`src/rtl/hit_miss_merge_buffer_pkg.sv`:
```
// Shared LLC types: descriptor carried down the tag-lookup delay line and the
// tag-lookup result that gets merged with it.
package hit_miss_merge_buffer_pkg;

  localparam int MaxEntries = 8;
  localparam int LlcWays    = 8;
  localparam int WayW       = $clog2(LlcWays);

  typedef struct packed {
    logic [3:0]  req_id;
    logic [25:0] line_addr;
    logic        is_write;
  } llc_desc_t;

  typedef struct packed {
    logic            hit;
    logic [WayW-1:0] way;
    logic            dirty;
    logic            evict;
  } llc_tag_res_t;

endpackage

```
`src/rtl/hit_miss_merge_buffer.sv`:
```
// Small FIFO that joins each delay-line descriptor with its tag-lookup result
// and holds the pair until downstream accepts it.
module hit_miss_merge_buffer #(
  parameter int  NumEntries = 2,
  parameter type desc_t     = logic,
  parameter type tag_res_t  = logic
) (
  input  logic     clk_i,
  input  logic     rst_i,
  input  logic     desc_valid_i,
  input  desc_t    desc_i,
  input  logic     pipe_busy_i,
  output logic     shift_en_o,
  input  logic     tag_valid_i,
  input  tag_res_t tag_res_i,
  output logic     valid_o,
  input  logic     ready_i,
  output desc_t    desc_o,
  output tag_res_t tag_res_o,
  output logic     idle_o,
  output logic     align_err_o
);
  import hit_miss_merge_buffer_pkg::*;

  localparam int CntW = $clog2(NumEntries + 1);
  localparam int PtrW = (NumEntries > 1) ? $clog2(NumEntries) : 1;
  localparam logic [CntW-1:0] FullCnt = CntW'(NumEntries);
  localparam logic [PtrW-1:0] LastPtr = PtrW'(NumEntries - 1);

  if (NumEntries < 1 || NumEntries > MaxEntries) begin : g_bad_depth
    $error("hit_miss_merge_buffer: NumEntries must be in 1..%0d", MaxEntries);
  end

  logic [CntW-1:0] count;
  logic [PtrW-1:0] rd_ptr;
  logic [PtrW-1:0] wr_ptr;
  desc_t           desc_mem [NumEntries];
  tag_res_t        tag_mem  [NumEntries];

  logic full;
  logic empty;
  logic push;
  logic pop;
  logic orphan_tag;

  function automatic logic [PtrW-1:0] next_ptr(input logic [PtrW-1:0] p);
    return (p == LastPtr) ? '0 : p + PtrW'(1);
  endfunction

  assign full       = (count == FullCnt);
  assign empty      = (count == '0);
  assign shift_en_o = ~full | ready_i;
  assign push       = desc_valid_i & shift_en_o;
  assign valid_o    = ~empty;
  assign pop        = valid_o & ready_i;
  assign orphan_tag = tag_valid_i & ~desc_valid_i & shift_en_o;
  assign idle_o     = empty & ~pipe_busy_i & ~desc_valid_i;

  assign desc_o    = desc_mem[rd_ptr];
  assign tag_res_o = tag_mem[rd_ptr];

  always_ff @(posedge clk_i or posedge rst_i) begin
    if (rst_i) begin
      count       <= '0;
      rd_ptr      <= '0;
      wr_ptr      <= '0;
      align_err_o <= 1'b0;
    end else begin
      if (push) wr_ptr <= next_ptr(wr_ptr);
      if (pop)  rd_ptr <= next_ptr(rd_ptr);
      case ({push, pop})
        2'b10:   count <= count + CntW'(1);
        2'b01:   count <= count - CntW'(1);
        default: count <= count;
      endcase
      if ((push & ~tag_valid_i) | orphan_tag) align_err_o <= 1'b1;
    end
  end

  // Storage has no reset and only loads on push, so it can sit behind a clock gate.
  always_ff @(posedge clk_i) begin
    if (push) begin
      desc_mem[wr_ptr] <= desc_i;
      tag_mem[wr_ptr]  <= tag_res_i;
    end
  end

endmodule
```
`config.mk`:
```
export PLATFORM = sky130hd
export DESIGN_NAME = hit_miss_merge_buffer
export DESIGN_NICKNAME = d
export VERILOG_FILES = /design/src/rtl/hit_miss_merge_buffer_pkg.sv /design/src/rtl/hit_miss_merge_buffer.sv
export SDC_FILE = /design/constraint.sdc
export NUM_CORES = 1
export LEC_CHECK = 0
export ABC_AREA = 1
export BUFFER_PORTS_ARGS = -buffer_cell sky130_fd_sc_hd__buf_2
export CAP_MARGIN = 20
export CORE_AREA = 2 2 39 41
export DETAILED_ROUTE_END_ITERATION = 10
export DIE_AREA = 0 0 41 43
export GPL_ROUTABILITY_DRIVEN = 1
export HOLD_SLACK_MARGIN = 0.06
export SYNTH_ARGS = -nofsm -noshare
export SYNTH_HDL_FRONTEND = slang
export SYNTH_SLANG_ARGS = --single-unit
```
`constraint.sdc`:
```
create_clock -name clk_i -period 4.5 [get_ports clk_i]
set_clock_uncertainty 0.2 [all_clocks]
set_input_delay 0.9 -clock clk_i [delete_from_list [all_inputs] [get_ports clk_i]]
set_output_delay 0.9 -clock clk_i [all_outputs]
set_load 0.1 [all_outputs]
```
==> out/qor.csv <==
metric;value;unit
Worst Hold Class;reg -> reg;
Congestion Overflow GR;0;
1st-iter DRT viols;6;
status;completed;
critical path's top delay family;buffers and inverters;
H-tree depth;1;
synthesized cell area;434;um^2
Syn Nets;58;
final period utilization;61.1;%
Pre-antenna DRT Iters;4;
final WL;746;um
Crit-path slowest cell;buf_2;
Worst Path Max Fanout;4;
vias in the first global route;294;
Core Region;0.00138;mm^2
post-DP HPWL;625;um
clock sink count;9;
Reg clk slew, reported paths;0.06;ns
most used cell, CP;buf_2;
final hold slack;0.262;ns
setup TNS;0;ns
Post-CTS Setup Bufs;0;
synth warn;0;
Final Hold Viols;0;
antenna violations before repair;0;
f_max;364;MHz
Final Critical Period;2.75;ns
post-synthesis instance total;49;
routed len/inst;9.10;um
Layout Nets;76;
latest clock arrival within the worst-skew pair;0.26;ns
Root Buffer;clkbuf_4;
Via density;4.34;
# rows;14;
gpl congestion;0.690;
Slew headroom;67.8;%
CP max stage delay;0.45;ns
final core occ;39.4;%
io pins;14;
Port Buffers;13;
die area;0.00176;mm^2
CP bufs+invs;2;
Final Max Slew Viols;0;
layout overhead on the synthesized area;25.6;%
CTS Buf Count;3;
CP Class;in -> out;
# hold bufs at CTS;0;
number of synthesized register bits;9;
R2R Setup Slk;2.96;ns
synthesized area per cell;8.86;um^2
Initial Utilization;31.4;%
first-pass GRT wire length;1070;um
Clock Path Buffers;2;
sequential area share after synthesis;56.5;%
Tightest Pin Transition;0.487;ns
Post-route DRC;0;
GRT Total Usage;9.85;%
largest net degree at the start of global routing;6;
# diodes;0;
TritonCTS clock tree;built;
RSZ-0062 raised after global routing;no;
chip height;43;um
crit path capture type;primary output;
crit path DAT;1.65;ns
layout cell share with drive strength beyond 1;33.3;%
Critical Path Start Type;primary input;
post-route ant nets;0;
final setup violation count;0;
Die X;41;um
Max Cap Violations;0;
library cells used by synthesis;14;
worst path cell trace;buf_2, nor3_1, buf_2;
cts repair resizes;0;
via count of the routed design;356;
CP required;3.40;ns
## Yosys cell counts
library cell,instances,share of area [%]
nand4_1,1,1.4
nand3_1,2,2.3
edfxtp_1,4,28
nand2_2,3,4.3
ha_1,1,2.9
xor2_1,1,2.0
nand2_1,17,15
xnor2_1,1,2.0
nor3_1,1,1.2
inv_2,2,1.7
dfrtp_1,5,29
nand3_2,1,2.3
nor2_1,1,0.86
inv_1,9,7.8
## routing by layer
metal / global-route usage, % / part of all wire [%] / vias up
met2: 13.4 / 53 / 5
met5: 0 / 0 / -
li1: - / - / 181
met1: 11.0 / 41 / 168
met3: 1.57 / 2.3 / 2
met4: 12.0 / 3.2 / 0
## final timing paths
check / start / to / depth (start not counted)
max in group asynchronous: rst_i / rd_ptr$_DFFE_PP0P_ / 2
min: align_err_o$_DFFE_PP0P_ / align_err_o$_DFFE_PP0P_ / 2
max: desc_valid_i / idle_o / 3
max reg2reg: count[1]$_DFFE_PP0P_ / count[1]$_DFFE_PP0P_ / 9
min reg2reg: align_err_o$_DFFE_PP0P_ / align_err_o$_DFFE_PP0P_ / 2
min in group asynchronous: rst_i / align_err_o$_DFFE_PP0P_ / 2
## through the flow
| stage | instance area, um^2 | instances | setup WS (ns) |
|---|---|---|---|
| floorplan | 434 | 49 | 0.402 |
| global placement | 519 | 78 | 1.77 |
| detailed placement | 519 | 78 | 1.74 |
| CTS | 546 | 82 | 1.74 |
| global route | 546 | 82 | 1.73 |
| finish | 546 | 82 | 1.75 |
## registers in the layout, indices dropped and copies added (netlist names)
signal,count
align_err_o,1
wr_ptr,1
rd_ptr,1
count,2
tag_mem,2
desc_mem,2
## kinds of logic after synthesis
kind of cell / synth area share [%]
adders and majority gates: 2.88
DFF: 56.5
and+or+nand+nor: 27.1
buffers and inverters: 9.51
xor gates and xnor gates: 4.04
## final cells by class
class | instances | area [um^2]
tap | 16 | 20.0
inverter | 11 | 41.3
fill | 141 | 838
sequential | 9 | 245
multi-input combinational | 29 | 148
timing repair buffer | 13 | 65.1
clock buffer | 4 | 26.3
## placed cells by master, fill, tap and decap left out, types with 2 or more instances in the layout
cell / n
nand2_1: 17
buf_2: 13
inv_1: 9
dfrtp_1: 5
edfxtp_1: 4
nand2_2: 3
clkbuf_4: 3
inv_2: 2
nand3_1: 2
## worst register-to-register path, delay by kind of cell (launching register included)
kind / cells / cell delay, ns
simple gates: 5 / 0.33
fa+ha+maj: 1 / 0.29
buf+inv: 3 / 0.22
flops: 1 / 0.40
Power is not shown: default switching activity piles up to over one toggle a cycle in this logic, so the estimate is an artifact.
